`config.mk`:
```
export PLATFORM = sky130hd
export DESIGN_NAME = root_controller
export DESIGN_NICKNAME = d
export VERILOG_FILES = /design/src/rtl/root_controller.sv
export SDC_FILE = /design/constraint.sdc
export NUM_CORES = 1
export LEC_CHECK = 0
export BUFFER_PORTS_ARGS = -buffer_cell sky130_fd_sc_hd__buf_2
export CORE_MARGIN = 4
export CORE_UTILIZATION = 42
export CTS_BUF_LIST = sky130_fd_sc_hd__clkbuf_8
export DETAILED_ROUTE_END_ITERATION = 6
export PLACE_DENSITY = 0.67
export SLEW_MARGIN = 20
export SYNTH_ARGS = -nofsm -noshare
export SYNTH_HDL_FRONTEND = slang
export SYNTH_SLANG_ARGS = --single-unit
```
`constraint.sdc`:
```
create_clock -name clk -period 3.8 [get_ports clk]
set_input_delay 0.76 -clock clk [delete_from_list [all_inputs] [get_ports clk]]
set_output_delay 0.76 -clock clk [all_outputs]
set_load 0.05 [all_outputs]
```
`src/rtl/root_controller.sv`:
```
// Root-FPGA stage controller: drives the decode handshake to all children,
// watches their busy/odd reports and sequences grow/merge, peel and release.
module root_controller #(
    parameter int CHILD_FPGA_COUNT        = 2,
    parameter int ITERATION_COUNTER_WIDTH = 8,
    parameter int MAXIMUM_INITIAL_DELAY   = 3,
    parameter int MAXIMUM_BUSY_DELAY      = 1,
    parameter int QUIET_CYCLES            = 2,
    parameter int MAX_ITERATIONS          = 255
) (
    input  logic                               clk,
    input  logic                               reset,
    input  logic                               start,
    input  logic [CHILD_FPGA_COUNT-1:0]        busy_from_child,
    input  logic [CHILD_FPGA_COUNT-1:0]        odd_clusters_from_child,
    output logic                               decoding_start,
    output logic                               next_iteration,
    output logic [2:0]                         root_stage,
    output logic [ITERATION_COUNTER_WIDTH-1:0] iteration_counter,
    output logic [31:0]                        cycle_counter,
    output logic                               done,
    output logic                               timeout
);

    localparam int SETTLE_CYCLES  = MAXIMUM_INITIAL_DELAY + MAXIMUM_BUSY_DELAY + 2;
    localparam int RELEASE_CYCLES = MAXIMUM_BUSY_DELAY + 2;
    localparam int DMAX = (SETTLE_CYCLES > RELEASE_CYCLES) ? SETTLE_CYCLES : RELEASE_CYCLES;
    localparam int DW   = (DMAX > 1) ? $clog2(DMAX) : 1;
    localparam int QW   = (QUIET_CYCLES > 1) ? $clog2(QUIET_CYCLES) : 1;
    localparam int ITW  = ITERATION_COUNTER_WIDTH;

    localparam logic [DW-1:0]  SETTLE_LAST  = DW'(SETTLE_CYCLES - 1);
    localparam logic [DW-1:0]  RELEASE_LAST = DW'(RELEASE_CYCLES - 1);
    localparam logic [QW-1:0]  QUIET_LAST   = QW'(QUIET_CYCLES - 1);
    localparam logic [ITW-1:0] ITER_CAP     = ITW'(MAX_ITERATIONS);

    typedef enum logic [2:0] {
        ST_IDLE       = 3'd0,
        ST_SETTLE     = 3'd1,
        ST_WAIT_QUIET = 3'd2,
        ST_PEEL_WAIT  = 3'd3,
        ST_RELEASE    = 3'd4
    } stage_e;

    stage_e                        state_q;
    logic [CHILD_FPGA_COUNT-1:0]   busy_q;
    logic [CHILD_FPGA_COUNT-1:0]   odd_q;
    logic [DW-1:0]                 delay_q;
    logic [QW-1:0]                 quiet_q;
    logic                          start_q;
    logic                          next_q;
    logic [ITW-1:0]                iter_q;
    logic [31:0]                   cycles_q;
    logic [31:0]                   cycles_d;
    logic                          done_q;
    logic                          timeout_q;
    logic                          any_busy;
    logic                          any_odd;

    // Saturating cycle increment and aggregated child reports.
    always_comb begin
        cycles_d = (cycles_q == 32'hFFFF_FFFF) ? cycles_q : cycles_q + 32'd1;
        any_busy = |busy_q;
        any_odd  = |odd_q;
    end

    // Stage sequencer with registered handshake, counters and status.
    always_ff @(posedge clk or posedge reset) begin
        if (reset) begin
            state_q   <= ST_IDLE;
            busy_q    <= '0;
            odd_q     <= '0;
            delay_q   <= '0;
            quiet_q   <= '0;
            start_q   <= 1'b0;
            next_q    <= 1'b0;
            iter_q    <= '0;
            cycles_q  <= '0;
            done_q    <= 1'b0;
            timeout_q <= 1'b0;
        end else begin
            busy_q <= busy_from_child;
            odd_q  <= odd_clusters_from_child;
            done_q <= 1'b0;
            if (state_q != ST_IDLE) begin
                cycles_q <= cycles_d;
            end
            case (state_q)
                ST_IDLE: begin
                    start_q <= 1'b0;
                    next_q  <= 1'b0;
                    if (start) begin
                        start_q   <= 1'b1;
                        iter_q    <= ITW'(1);
                        cycles_q  <= 32'd1;
                        timeout_q <= 1'b0;
                        delay_q   <= '0;
                        state_q   <= ST_SETTLE;
                    end
                end
                ST_SETTLE: begin
                    if (delay_q == SETTLE_LAST) begin
                        quiet_q <= '0;
                        state_q <= ST_WAIT_QUIET;
                    end else begin
                        delay_q <= delay_q + 1'b1;
                    end
                end
                ST_WAIT_QUIET: begin
                    if (any_busy) begin
                        quiet_q <= '0;
                    end else if (quiet_q < QUIET_LAST) begin
                        quiet_q <= quiet_q + 1'b1;
                    end else if (any_odd && (iter_q < ITER_CAP)) begin
                        next_q  <= ~next_q;
                        iter_q  <= iter_q + 1'b1;
                        delay_q <= '0;
                        state_q <= ST_SETTLE;
                    end else begin
                        start_q   <= 1'b0;
                        timeout_q <= any_odd;
                        delay_q   <= '0;
                        state_q   <= ST_PEEL_WAIT;
                    end
                end
                ST_PEEL_WAIT: begin
                    if (delay_q == SETTLE_LAST) begin
                        next_q  <= 1'b1;
                        delay_q <= '0;
                        state_q <= ST_RELEASE;
                    end else begin
                        delay_q <= delay_q + 1'b1;
                    end
                end
                ST_RELEASE: begin
                    if (delay_q == RELEASE_LAST) begin
                        next_q  <= 1'b0;
                        done_q  <= 1'b1;
                        state_q <= ST_IDLE;
                    end else begin
                        delay_q <= delay_q + 1'b1;
                    end
                end
                default: begin
                    start_q <= 1'b0;
                    next_q  <= 1'b0;
                    state_q <= ST_IDLE;
                end
            endcase
        end
    end

    assign decoding_start    = start_q;
    assign next_iteration    = next_q;
    assign root_stage        = state_q;
    assign iteration_counter = iter_q;
    assign cycle_counter     = cycles_q;
    assign done              = done_q;
    assign timeout           = timeout_q;

endmodule

```
==> impl_metrics.toml, run 1 <==
[outcome]
status = "finished, final reports clean"

[grt]
use_met2 = 0.2758
busiest_layer = "met2"
antenna_found_initial = 0
grt_util_met1 = 0.2449
grt_max_degree = 39
grt_use_met3 = 0.03365
grt_pass1_vias = 2557
overflow = 0
track_usage = 0.1732
grt_pass1_wl_um = 12370

[power]
combinationalPowerShare = 0.488
totalPowerFinal_mw = 2.868
p_per_area_mw_per_mm2 = 808.7
max-vdd-ir-drop_uv = 404.3
p_seq_frac = 0.373
leakagePower_nw = 1.589
p_switching_mw = 1.477
internal_power_mw = 1.391
p_sw_frac = 0.5151
power_frac_clock = 0.140

[critical_path]
crit_chain = "ha_1, inv_1, or4_1, o31ai_2, o311ai_0, o41ai_1"
cp.arrival_ps = 2910
worstSetupStartpointType = "register"
slowest_delay_ps = 780
path_class = "reg -> reg"
slowest_stage = "or4_1"
end_kind = "register"
worstPathRequired_ps = 4000
r2r_cells = 6
critPathMaxFanout = 13

[cells_and_area]
fin_area_mm2 = 0.003547
seqCellArea_mm2 = 0.001376
antenna_cells = 0
drive_gt1_frac = 0.2048
syn2layout_area_growth_pct = 15.06
fin_nets = 387
final_common_cell = "dfrtp_1"
multi_input_area_mm2 = 0.001619
num-fill-cells = 658
mostFrequentLayoutCells = "dfrtp_1 (55), buf_2 (53), nand2_1 (31)"

[clock_network]
cts_sinks = 55
clk_latency_ps = 310
path_clk_slew_ps = 100
cts.htree.levels = 2
cts_tree = "built"
cts_buffers = 5
cts.repair.resized = 0
clockBufferDepth = 2
cts_setup_buffers = 0
cts_root_buf = "clkbuf_8"
hold_buffers = 0

[synthesis]
postSynthCellCount = 327
synth_top_family_by_area = "simple AND/OR/NAND/NOR gates"
synthAdderAreaFrac = 0.02029
synth.area.top_cells = "dfrtp_1 (45%), nand2_1 (3.8%), a21oi_1 (3.4%), and4_1 (2.8%), nand3_1 (2.8%)"
muxShareOfSynthArea = 0.03003
synthSimpleGateAreaFrac = 0.2545
yosysSeqAreaShare = 0.4464
synth-compound-area-share = 0.2033
synth.net_count = 339
synthDistinctLibCells = 59
synth_ff_type = "dfrtp_1"
syn_area_mm2 = 0.003083
synth_edf_count = 0
avgSynthCellArea_um2 = 9.428
synth-seq-cells = 55
synthXorXnorAreaFrac = 0.01705
synthArstFlopShare = 1.000
yosysTopAreaCell = "dfrtp_1"
synth_warnings = 0
synth_top_area_frac = 0.4464

[placed_design]
placed_area_mm2 = 0.003430
portBuffers = 53
gp_congestion = 0.8006
hpwlAfterDp_um = 5207

[detailed_routing]
drt_first_pass_iters = 4
vias = 2761
wire_per_inst_um = 15.53
totalWireLength_um = 7328
drt.antenna.violating_nets = 0
drc = 0
first_iter_violations = 165
vias_per_cell = 5.850

[sta]
tightest_slew_ps = 825.4
setup_viol = 0
finalHoldViolations = 0
relSlewSlack = 0.4447
grt_setup_unrepaired = "no"
clock_skew_ps = 9.146
setup-tns-final_ps = 0
whs_ps = 418.7
fin_crit_ps = 2718
fin_crit_sh = 0.7154
fmax_mhz = 367.9
slew_viol_final = 0

[floorplan]
dieArea_mm2 = 0.008775
core_mm2 = 0.006944
start_util = 0.4440
die_x_um = 93.68
die_h_um = 93.68
rows = 30
io_pins = 54

[flow_run]
drv_cap = 0

[min_path]
holdCritPathClass = "in -> async"
==> critical path: cells and delay by family, from the launching register on <==
kind            cells  cell delay, ps
compound gates      3            1040
fa+ha+maj           1             290
buf+inv             1              50
flops               1             440
simple gates        1             780
==> logic make-up after synthesis <==
kind of cell / after synthesis
flip-flops: 55
adder cells (fa/ha/maj): 5
buffers and inverters: 23
AO/OA/AOI/OAI: 89
XOR/XNOR: 6
AND/OR/NAND/NOR: 140
multiplexers: 9
==> final cells by class <==
cell class | instances | share of cell area
clock buffer | 6 | 0.02328
clock inverter | 2 | 0.009877
inverter | 9 | 0.009524
multi-input combinational | 249 | 0.4564
sequential | 55 | 0.3880
tap | 96 | 0.03386
timing repair buffer | 55 | 0.07901
==> cells in the mapped netlist (all sizes together), types with 8 or more instances <==
library cell / count
nor3: 10
nand2: 31
a21oi: 21
inv: 9
nand3: 17
nand4: 9
clkbuf: 12
o31ai: 8
nor2: 18
or4: 9
dfrtp: 55
and4: 10
o21ai: 16
==> stage by stage <==
| step | setup WS [ps] | utilization | instances |
|---|---|---|---|
| after global routing | 887.8 | 0.5108 | 472 |
| after detailed placement | 1175 | 0.4939 | 464 |
| final | 1082 | 0.5108 | 472 |
| after CTS | 1080 | 0.5108 | 472 |
| after floorplan | 1247 | - | 327 |
| after global placement | 1297 | 0.4939 | 464 |
==> registers in the layout, indices dropped and copies added (netlist names) <==
register           cells
timeout                1
odd_q                  2
decoding_start         1
next_iteration         1
delay_q                3
quiet_q                1
busy_q                 2
iteration_counter      8
done                   1
cycle_counter         32
root_stage             3
==> worst paths after layout <==
kind,end,slack (ps),start
worst max-delay path,cycle_counter[8],1080,cycle_counter[0]
worst min-delay path,cycle_counter[5],420,reset
worst max register to register,cycle_counter[8],1080,cycle_counter[0]
worst min register to register,cycle_counter[9],520,cycle_counter[9]
max in group asynchronous,iteration_counter[3],2550,reset
min in group clk,cycle_counter[9],520,cycle_counter[9]
==> routing by layer <==
metal  up-vias  share of wire
li1       1351              -
met1      1334           0.47
met2        71           0.47
met3         5          0.058
met4         0         0.0079
met5         -              0
==> power groups by stage <==
stage	logic, mW	clock network, mW	registers, mW
after floorplan	0.573	0	1.56
after global placement	1.39	0	1.07
after detailed placement	1.41	0	1.07
after CTS	1.41	0.410	1.06
after global routing	1.51	0.434	1.12
final	1.40	0.401	1.07
Power figures use the tool's default switching activity.
==> run 2, diff against run 1 <==
==> constraint.sdc (replaced) <==
create_clock -name clk -period 2.77 [get_ports clk]
set_input_delay 0.554 -clock clk [delete_from_list [all_inputs] [get_ports clk]]
set_output_delay 0.554 -clock clk [all_outputs]
set_load 0.05 [all_outputs]
==> impl_metrics.toml, run 2 (synthesized netlist as in run 1, its figures left out) <==
[sta]
clock_skew_ps = 9.881
slew_viol_final = 0
setup_viol = 0
whs_ps = 346.1
grt_setup_unrepaired = "no"
setup-tns-final_ps = 0
tightest_slew_ps = 773.0
fin_crit_ps = 2483
finalHoldViolations = 0
relSlewSlack = 0.4839
fmax_mhz = 402.7
fin_crit_sh = 0.8965

[detailed_routing]
drc = 0
vias = 2787
drt_first_pass_iters = 4
totalWireLength_um = 7527
drt.antenna.violating_nets = 0
first_iter_violations = 160
vias_per_cell = 5.782
wire_per_inst_um = 15.62

[critical_path]
reg2reg_from = "cycle_counter[0]"
worstSetupStartpointType = "register"
path_class = "reg -> reg"
r2r_slack_ps = 290
critPathMaxFanout = 9
worstPathRequired_ps = 2970
r2r_cells = 6
end_kind = "register"
cp.arrival_ps = 2680
timing.rr.end = "cycle_counter[8]"

[clock_network]
cts.htree.levels = 2
clockBufferDepth = 2
cts_root_buf = "clkbuf_8"
clk_latency_ps = 310
cts_sinks = 55
cts_tree = "built"
path_clk_slew_ps = 100
hold_buffers = 0
cts.repair.resized = 0
cts_setup_buffers = 0
cts_buffers = 5

[grt]
track_usage = 0.1827
antenna_found_initial = 0
busiest_layer = "met2"
use_met2 = 0.2912
grt_use_met3 = 0.02965
grt_max_degree = 38
grt_pass1_vias = 2622
grt_util_met1 = 0.2602
overflow = 0
grt_pass1_wl_um = 12920

[min_path]
min-delay-start = "busy_from_child[1]"
holdPathStages = 1
holdCritPathClass = "in -> reg"
worstHoldEndpoint = "busy_q[1]"

[placed_design]
hpwlAfterDp_um = 5464
portBuffers = 53
gp_congestion = 0.8105

[cells_and_area]
final_common_cell = "dfrtp_1"
syn2layout_area_growth_pct = 16.44
antenna_cells = 0
largest_reg_flops = 32
mostFrequentLayoutCells = "dfrtp_1 (55), buf_2 (53), nand2_1 (31)"
fin_nets = 397
drive_gt1_frac = 0.2228

[outcome]
status = "finished, final reports clean"

[power]
max-vdd-ir-drop_uv = 577.3
leakagePower_nw = 1.622
p_per_area_mw_per_mm2 = 1079

[flow_run]
drv_cap = 0

[floorplan]
dieArea_mm2 = 0.008775
core_mm2 = 0.006944
start_util = 0.4440
die_x_um = 93.68
io_pins = 54
die_h_um = 93.68
rows = 30
-- run 2: through the flow --
stage          power [mW]  cells  utilization  setup WS, ps  area, µm²
2_1_floorplan       2.932    327            -         217.3       3083
3_3_place_gp        3.406    474       0.5047         449.8       3505
3_5_place_dp        3.457    474       0.5047         346.4       3505
4_1_cts             3.904    482       0.5169         307.4       3590
5_1_grt             4.158    482       0.5169         93.52       3590
6_report            3.874    482       0.5169         286.6       3590
-- run 2: worst max-delay path, cell delays in order, from the launching register on --
cell and delay [ps]:
dfrtp_1 460, ha_1 300, inv_1 50, or4_1 640, o31ai_2 630, o311ai_0 200, o41ai_1 90
-- run 2: area by class of cell --
type	instances	area, µm²
fillers	650	3354
multi-input cells	249	1619
flip-flops and latches	55	1376
repair buffers	65	355.3
well taps	96	120.1
clock buffers	5	68.82
inverters	9	33.78
clock inverters	3	16.27
-- run 2: power by group --
| part | internal [mW] | switching, mW | leakage (nW) |
|---|---|---|---|
| clock | 0.174 | 0.265 | 0.0453 |
| sequential | 1.06 | 0.370 | 0.713 |
| combinational | 0.590 | 1.41 | 0.863 |
| total | 1.83 | 2.05 | 1.62 |
-- run 2: layer usage --
metal | part of all wire | vias up
met4 | 0.0093 | 0
met5 | 0 | -
met3 | 0.046 | 6
li1 | - | 1375
met1 | 0.47 | 1340
met2 | 0.47 | 66
-- run 2: worst max path at each step --
stage	start	end	slack [ps]	cells past startpoint
after floorplan	cycle_counter[0]	cycle_counter[26]	220	6
after CTS	cycle_counter[0]	cycle_counter[8]	310	6
after global routing	cycle_counter[0]	cycle_counter[5]	90	6
after global placement	cycle_counter[0]	cycle_counter[10]	450	6
final	cycle_counter[0]	cycle_counter[8]	290	6
after detailed placement	cycle_counter[0]	cycle_counter[8]	350	6
